--- config.mk ---
export PLATFORM = sky130hd
export DESIGN_NAME = uart_tx_core
export DESIGN_NICKNAME = d
export VERILOG_FILES = /design/src/rtl/uart_tx_core_pkg.sv /design/src/rtl/uart_tx_serializer.sv /design/src/rtl/uart_tx_core.sv
export SDC_FILE = /design/constraint.sdc
export NUM_CORES = 1
export LEC_CHECK = 0
export BUFFER_PORTS_ARGS = -buffer_cell sky130_fd_sc_hd__clkbuf_2
export CORE_UTILIZATION = 50
export CTS_BUF_LIST = sky130_fd_sc_hd__clkbuf_4
export DETAILED_ROUTE_END_ITERATION = 16
export PLACE_DENSITY = 0.73
export SETUP_SLACK_MARGIN = 0.1
export SYNTH_ARGS = -nofsm -noshare
export SYNTH_HDL_FRONTEND = slang
export SYNTH_SLANG_ARGS = --single-unit
--- constraint.sdc ---
create_clock -name CLK -period 2.47 [get_ports CLK]
set_input_delay 0 -clock CLK [delete_from_list [all_inputs] [get_ports CLK]]
set_output_delay 0 -clock CLK [all_outputs]
set_load 0.005 [all_outputs]
--- src/rtl/uart_tx_core_pkg.sv ---
// Shared definitions for the UART transmitter: FSM encoding and line/parity constants.
package uart_tx_core_pkg;

    typedef enum logic [2:0] {
        ST_IDLE   = 3'd0,
        ST_START  = 3'd1,
        ST_DATA   = 3'd2,
        ST_PARITY = 3'd3,
        ST_STOP   = 3'd4
    } tx_state_t;

    localparam logic PAR_EVEN   = 1'b0;
    localparam logic PAR_ODD    = 1'b1;
    localparam logic IDLE_LEVEL = 1'b1;

endpackage

--- src/rtl/uart_tx_serializer.sv ---
// Load/shift register and bit counter; shifts out the frame's data bits LSB first.
module uart_tx_serializer #(
    parameter int DATA_WIDTH = 8
) (
    input  logic                  CLK,
    input  logic                  RST,
    input  logic                  load,
    input  logic                  shift_en,
    input  logic [DATA_WIDTH-1:0] P_DATA,
    output logic                  ser_bit,
    output logic                  ser_done
);

    localparam int CW = $clog2(DATA_WIDTH);

    logic [DATA_WIDTH-1:0] shift_q;
    logic [CW-1:0]         cnt_q;

    // cnt_q counts shifts modulo DATA_WIDTH, so it is back at zero exactly while
    // the last data bit is on the line; that is the DATA exit condition.
    always_ff @(posedge CLK) begin
        if (!RST) begin
            shift_q <= '0;
            cnt_q   <= '0;
        end else if (load) begin
            shift_q <= P_DATA;
            cnt_q   <= '0;
        end else if (shift_en) begin
            shift_q <= {1'b0, shift_q[DATA_WIDTH-1:1]};
            cnt_q   <= (cnt_q == CW'(DATA_WIDTH - 1)) ? '0 : cnt_q + 1'b1;
        end
    end

    assign ser_bit  = shift_q[0];
    assign ser_done = (cnt_q == '0);

endmodule

--- src/rtl/uart_tx_core.sv ---
// UART transmitter: start bit, DATA_WIDTH data bits LSB first, optional parity, one stop bit.
module uart_tx_core
    import uart_tx_core_pkg::*;
#(
    parameter int DATA_WIDTH = 8
) (
    input  logic                  CLK,
    input  logic                  RST,
    input  logic [DATA_WIDTH-1:0] P_DATA,
    input  logic                  Data_Valid,
    input  logic                  PAR_EN,
    input  logic                  PAR_TYP,
    output logic                  TX_OUT,
    output logic                  Busy,
    output tx_state_t             fsm_state
);

    // Handshake: Data_Valid is accepted at a rising edge only in IDLE or in STOP's
    // closing cycle; otherwise it is ignored. Busy=1 means a frame is on the line.

    tx_state_t state_q, state_d;
    logic      load, shift_en;
    logic      tx_d, busy_d;
    logic      ser_bit, ser_done;
    logic      par_en_q, par_typ_q, data_xor_q;

    uart_tx_serializer #(.DATA_WIDTH(DATA_WIDTH)) u_ser (
        .CLK      (CLK),
        .RST      (RST),
        .load     (load),
        .shift_en (shift_en),
        .P_DATA   (P_DATA),
        .ser_bit  (ser_bit),
        .ser_done (ser_done)
    );

    always_comb begin
        state_d = state_q;
        load    = 1'b0;
        case (state_q)
            ST_IDLE: begin
                if (Data_Valid) begin
                    state_d = ST_START;
                    load    = 1'b1;
                end
            end
            ST_START:  state_d = ST_DATA;
            ST_DATA: begin
                if (ser_done) state_d = par_en_q ? ST_PARITY : ST_STOP;
            end
            ST_PARITY: state_d = ST_STOP;
            ST_STOP: begin
                if (Data_Valid) begin
                    state_d = ST_START;
                    load    = 1'b1;
                end else begin
                    state_d = ST_IDLE;
                end
            end
            default:   state_d = ST_IDLE;
        endcase

        // Outputs are registered from the state being entered, so the line
        // changes on the same edge as the state.
        shift_en = (state_d == ST_DATA);
        case (state_d)
            ST_START:  tx_d = 1'b0;
            ST_DATA:   tx_d = ser_bit;
            ST_PARITY: tx_d = data_xor_q ^ (par_typ_q == PAR_ODD);
            default:   tx_d = IDLE_LEVEL;
        endcase
        busy_d = (state_d != ST_IDLE);
    end

    always_ff @(posedge CLK) begin
        if (!RST) begin
            state_q    <= ST_IDLE;
            TX_OUT     <= IDLE_LEVEL;
            Busy       <= 1'b0;
            par_en_q   <= 1'b0;
            par_typ_q  <= PAR_EVEN;
            data_xor_q <= 1'b0;
        end else begin
            state_q <= state_d;
            TX_OUT  <= tx_d;
            Busy    <= busy_d;
            if (load) begin
                par_en_q   <= PAR_EN;
                par_typ_q  <= PAR_TYP;
                data_xor_q <= ^P_DATA;
            end
        end
    end

    assign fsm_state = state_q;

endmodule

==> results of run 1 <==
==> cells in the mapped netlist <==
master and number:
nand2_1 6, mux2i_1 1, xor2_1 1, nor4bb_1 1
nor3_1 1, or4_1 1, buf_2 4, nor3b_1 2
a21boi_0 3, nand2b_1 1, a21oi_1 12, clkinv_1 1
or2_2 1, and2_1 1, nand2b_4 1, o21ai_1 1
xnor2_1 7, o31ai_1 1, o21a_1 2, dfxtp_1 19
or3b_2 1, nand3_1 2, o21ai_0 20, a31oi_1 7
ha_1 3, nor2_1 1, nor2b_1 3, o211a_1 1
o211ai_1 1, inv_1 2, clkbuf_1 2
==> state kept, by name (all words and copies together) (netlist names) <==
signal         count
u_ser.shift_q      8
fsm_state          3
u_ser.cnt_q        3
Busy               1
TX_OUT             1
data_xor_q         1
par_en_q           1
par_typ_q          1
==> worst max-delay path, cell delays in order, from the launching register on <==
cell and delay (ns):
dfxtp_1 0.39, inv_1 0.06, ha_1 0.20, nor2b_1 0.15, o21a_1 0.31, or4_1 0.44, a21oi_1 0.14
==> per-layer routing <==
metal | routed length, um | vias up | share of wire | GRT usage
met5 | 0 | - | 0 | 0
met4 | 12 | 0 | 0.0062 | 0.1273
met3 | 86 | 2 | 0.044 | 0.03175
met2 | 990 | 30 | 0.51 | 0.3743
met1 | 854 | 395 | 0.44 | 0.2642
li1 | - | 434 | - | -
==> power by group through the flow <==
stage,Combinational (mW),Sequential [mW],Clock [mW]
after floorplan,0.0872,0.349,0
after global placement,0.116,0.353,0
after detailed placement,0.119,0.354,0
after CTS,0.123,0.346,0.174
after global routing,0.139,0.350,0.179
final,0.123,0.347,0.166
==> layout make-up <==
type                            instances  share of cell area
Clock buffer                            4             0.02733
Inverter                                3             0.01025
Multi-Input combinational cell         82              0.4761
Sequential cell                        19              0.3462
Tap cell                               25             0.02847
Timing Repair Buffer                   21              0.1116
==> kinds of logic after synthesis <==
kind of cell	share of synthesized area
buf+inv	0.04117
xor+xnor	0.07437
flops	0.4037
fa+ha+maj	0.03984
mux	0.01062
simple gates	0.1421
compound gates	0.2882
==> what timing repair did <==
action	CTS	global route
hold buffers	3	0
endpoints found under the hold margin	3	0
resized for setup	0	0
==> metrics by stage <==
step,std cells,setup slack (ns)
2_1_floorplan,110,1.012
3_3_place_gp,147,0.8472
3_5_place_dp,147,0.7857
4_1_cts,154,0.7547
5_1_grt,154,0.5607
6_report,154,0.7396
==> placed cells by master (no fill, tap or decap), types with 2 or more instances in the layout <==
cell type       n
clkbuf_2       17
clkbuf_4        4
o21ai_0        20
dlygate4sd3_1   3
inv_1           2
o21a_1          2
nand3_1         2
dfxtp_1        19
a31oi_1         7
nor2b_1         3
a21boi_0        3
a21oi_1        12
ha_1            3
nand2_1         6
nor3b_1         2
xnor2_1         7
==> worst max path at each step <==
stage	slack, ns	endpoint
floorplan	1.01	u_ser.cnt_q[0]
global placement	0.85	u_ser.cnt_q[0]
detailed placement	0.79	u_ser.cnt_q[0]
CTS	0.75	u_ser.cnt_q[0]
global route	0.56	u_ser.cnt_q[0]
finish	0.74	u_ser.cnt_q[0]
==> summary.md, run 1 <==
| Metric | Value |
|---|---|
| Vias | 861 |
| Min Tclk post-route | 1.730 ns |
| Comb pwr share | 0.193 |
| Synth Instances | 110 |
| R2r endpoint | u_ser.cnt_q[0] |
| Status | finished, final reports clean |
| Grt ovf | 0 |
| Drt total wl | 1944 um |
| Core box area | 0.001745 sq mm |
| Multi-input gate area | 523.0 sq um |
| CTS Buffer Depth | 2 |
| Switching Share | 0.2717 |
| Die area | 0.002062 sq mm |
| Post-synthesis sequential area ratio | 0.4037 |
| Syn-to-layout area delta | 16.60% |
| Syn Nets | 126 |
| Maxcap violations | 0 |
| Setup violators final | 0 |
| Clock sinks | 19 |
| Slew @ Worst Pin | 0.5913 ns |
| # fillers | 172 |
| Min Hold Slack | 0.01441 ns |
| CTS tree | yes |
| Leakage | 0.4335 nW |
| Hold Path End | u_ser.shift_q[3] |
| Worst setup path start | u_ser.cnt_q[0] |
| Routability cong. | 0.8014 |
| Slew HR | 0.6032 |
| Largest net degree at the start of global routing | 20 |
| Setup TNS Final | 0 ns |
| RSZ-0062 raised after global routing | false |
| Initial DRC count | 16 |
| Fin util | 0.6294 |
| Sw power | 0.1728 mW |
| HP Start | P_DATA[3] |
| Flop pwr share | 0.545 |
| Post-Syn Area | 942.2 sq um |
| Critical path class | reg -> reg |
| First drt pass iteration count | 4 |
| Yosys warns | 0 |
| Dpl cell area | 0.001039 sq mm |
| Min-Delay Path Class | in -> reg |
| # DRC | 0 |
| Die Height | 45.41 um |
| Port Buf Inserts | 17 |
| Antenna violations before repair | 0 |
| DP Wirelength | 1379 um |
| H-tree Lvls | 1 |
| Mean post-synth cell area | 8.565 sq um |
| Fin nets | 146 |
| Int Power | 0.4633 mW |
| Overall Power | 0.6361 mW |
| Clock Power Share | 0.262 |
| Total GRT Usage | 0.2212 |
| Post-route cell area | 0.001099 sq mm |
| RR Startpoint | u_ser.cnt_q[0] |
| CP arrival | 1.96 ns |
| Worst hold stages | 3 |
| Row count | 15 |
| Postcts setup bufs | 0 |
| Count of antenna-violating nets left after detailed routing | 0 |
| Antenna cells | 0 |
| Cts bufs inserted | 3 |
| Synth Register Bits | 19 |
| Fmax | 577.9 MHz |
| Synth top area share | 0.4037 |
| First-pass GRT wire length | 3229 um |
| Power density over the cells | 579.0 mW/mm^2 |
| Crit path launch type | flop |
| Maximum VDD drop | 0.3416 mV |
| Starting Density | 0.5398 |
| WL/cell | 12.62 um |
| Hold Vio Cnt, Final | 0 |
| Fin crit share | 0.7006 |
| Clock-pin slew on the worst setup and hold paths | 0.10 ns |
| CP required | 2.70 ns |
| Synth area leader | dfxtp_1 |
| Vias in the first global route | 771 |
| Crit. End Element | flop |
| Vias per inst | 5.591 |
| Top post-synthesis cells by area | dfxtp_1 40%, o21ai_0 11%, xnor2_1 6.5%, a21oi_1 6.4%, a31oi_1 4.6% |
| Clock tree root buffer cell | clkbuf_4 |
| Clock Latency Late Sink | 0.29 ns |
| Sequential cell area | 380.4 sq um |
| Die width | 45.41 um |
| Share of layout cells above drive strength 1 | 0.1938 |
| Worst reg2reg setup slack | 0.74 ns |
| Skew final | 0.003359 ns |
| CP max FO | 12 |
| Slew Viols, Final | 0 |
| Ports | 18 |
| Reg2Reg Depth | 6 |
| Library cells used by synthesis | 31 |
Power figures use the tool's default switching activity.
==> inputs of run 2 (changes only) <==
--- a/config.mk
+++ b/config.mk
@@ -9,7 +9,7 @@
 export CORE_UTILIZATION = 50
 export CTS_BUF_LIST = sky130_fd_sc_hd__clkbuf_4
 export DETAILED_ROUTE_END_ITERATION = 16
-export PLACE_DENSITY = 0.73
+export PLACE_DENSITY = 0.76
 export SETUP_SLACK_MARGIN = 0.1
 export SYNTH_ARGS = -nofsm -noshare
 export SYNTH_HDL_FRONTEND = slang
==> constraint.sdc (replaced) <==
create_clock -name CLK -period 1.4 [get_ports CLK]
set_input_delay 0 -clock CLK [delete_from_list [all_inputs] [get_ports CLK]]
set_output_delay 0 -clock CLK [all_outputs]
set_load 0.005 [all_outputs]
==> summary.md, run 2 (same netlist as run 1, synthesis figures left out) <==
| Metric | Value |
|---|---|
| Routability cong. | 0.8296 |
| Final WS setup | -0.07761 ns |
| Overall Power | 1.172 mW |
| Cts bufs inserted | 3 |
| CTS tree | yes |
| Min Tclk post-route | 1.478 ns |
| Flop pwr share | 0.526 |
| Leakage | 0.5168 nW |
| Sw power | 0.3369 mW |
| Power density over the cells | 933.9 mW/mm^2 |
| Vias per inst | 5.564 |
| Max FFs per register | 8 |
| Clock-pin slew on the worst setup and hold paths | 0.11 ns |
| Critical path class | reg -> reg |
| Comb pwr share | 0.237 |
| Skew final | 0.008044 ns |
| Clock Power Share | 0.237 |
| Die Height | 45.41 um |
| Min Hold Slack | 0.01145 ns |
| Fmax | 676.8 MHz |
| WL/cell | 13.47 um |
| Vias | 918 |
| Grt ovf | 0 |
| Crit. End Element | flop |
| Slew Viols, Final | 0 |
| Switching Share | 0.2875 |
| RSZ-0062 raised after global routing | true |
| Status | finished, violations left |
| CTS Buffer Depth | 2 |
| Starting Density | 0.5398 |
| Fin crit share | 1.055 |
| Slew HR | 0.8183 |
| Die area | 0.002062 sq mm |
| CP max FO | 4 |
| Commonest non-fill, non-tap cells in the layout | 17 x clkbuf_2, 15 x dfxtp_1, 12 x a21oi_1, 12 x o21ai_0, 12 x buf_4 |
| Row count | 15 |
| Core box area | 0.001745 sq mm |
| Failing checks | setup timing |
| CP arrival | 1.71 ns |
| Initial DRC count | 15 |
| Crit path launch type | flop |
| First-pass GRT wire length | 3498 um |
| Vias in the first global route | 863 |
| Die width | 45.41 um |
| CP required | 1.64 ns |
| Hold Vio Cnt, Final | 0 |
| Antenna cells | 0 |
| Ports | 18 |
| Clock Latency Late Sink | 0.30 ns |
| Drt total wl | 2222 um |
| Min-Delay Path Class | in -> reg |
| Slew @ Worst Pin | 0.2721 ns |
| Maxcap violations | 0 |
| Antenna violations before repair | 0 |
| # DRC | 0 |
| Count of antenna-violating nets left after detailed routing | 0 |
| Fin nets | 157 |
| Total GRT Usage | 0.2370 |
| DP Wirelength | 1562 um |
| Reg with most FFs | u_ser.shift_q |
| Pre-CTS setup slack | -0.09570 ns |
| Port Buf Inserts | 17 |
| Largest net degree at the start of global routing | 16 |
| H-tree Lvls | 1 |
| Clock sinks | 19 |
| Maximum VDD drop | 0.7946 mV |
| Share of layout cells above drive strength 1 | 0.3571 |
| Setup TNS Final | -0.1289 ns |
| # fillers | 150 |
| Setup violators final | 4 |
| Syn-to-layout area delta | 33.20% |
| Fin util | 0.7190 |
| Int Power | 0.8351 mW |
| First drt pass iteration count | 4 |
| Clock tree root buffer cell | clkbuf_4 |
| Most common cell after layout, fill and taps aside | clkbuf_2 |
## run 2: cell types whose count changed in the layout (fill, tap and decap cells not counted), sizes merged
cell      before  now
buf            1   12
clkbuf        21   20
clkinvlp       0    1
## run 2: timing repair
action | in CTS | in global routing
buffers inserted | 0 | 3
gates resized for setup | 13 | 10
hold buffers | 3 | 0
pin swaps | 3 | 1
hold endpoints to repair | 3 | 0
setup endpoints to repair | 15 | 14
## run 2: path summary, 6_finish.rpt
check	from	to	slack (ns)	depth (start not counted)
setup / recovery	u_ser.cnt_q[0]	u_ser.cnt_q[0]	-0.08	6
hold / removal	P_DATA[4]	u_ser.shift_q[4]	0.01	3
setup reg to reg	u_ser.cnt_q[0]	u_ser.cnt_q[0]	-0.08	6
hold reg to reg	u_ser.shift_q[1]	u_ser.shift_q[1]	0.49	2
## run 2: power by group through the flow
stage               combinational [mW]  sequential (mW)  clock, mW
CTS                              0.256            0.612      0.284
detailed placement               0.239            0.622          0
floorplan                        0.157            0.616          0
global route                     0.305            0.623      0.311
global placement                 0.232            0.620          0
finish                           0.277            0.617      0.277
## run 2: final cells by class
class                      instances  area [sq um]  share of cell area
multi-input combinational         82         590.6              0.4706
sequential                        19         385.4              0.3071
timing repair buffer              32         205.2              0.1635
tap                               25         31.28             0.02493
clock buffer                       3         22.52             0.01795
inverter                           3         15.01             0.01196
clock inverter                     1         5.005            0.003988
## run 2: worst max-delay path, stage by stage (launching register included)
cell     delay [ns]
dfxtp_2        0.38
inv_2          0.05
ha_4           0.16
nor2b_4        0.13
o21a_1         0.18
or4_1          0.40
a21oi_1        0.12
## run 2: layer usage
metal / global-route usage / wire length (um) / up-vias
met3: 0.04762 / 79 / 2
met5: 0 / 0 / -
met4: 0.09091 / 15 / 0
met1: 0.2815 / 983 / 433
li1: - / - / 454
met2: 0.4143 / 1143 / 29
## run 2: metrics by stage
| stage | cell area [sq um] | cells |
|---|---|---|
| after floorplan | 958.4 | 110 |
| after global placement | 1115 | 155 |
| after detailed placement | 1115 | 155 |
| after CTS | 1194 | 162 |
| after global routing | 1255 | 165 |
| final | 1255 | 165 |
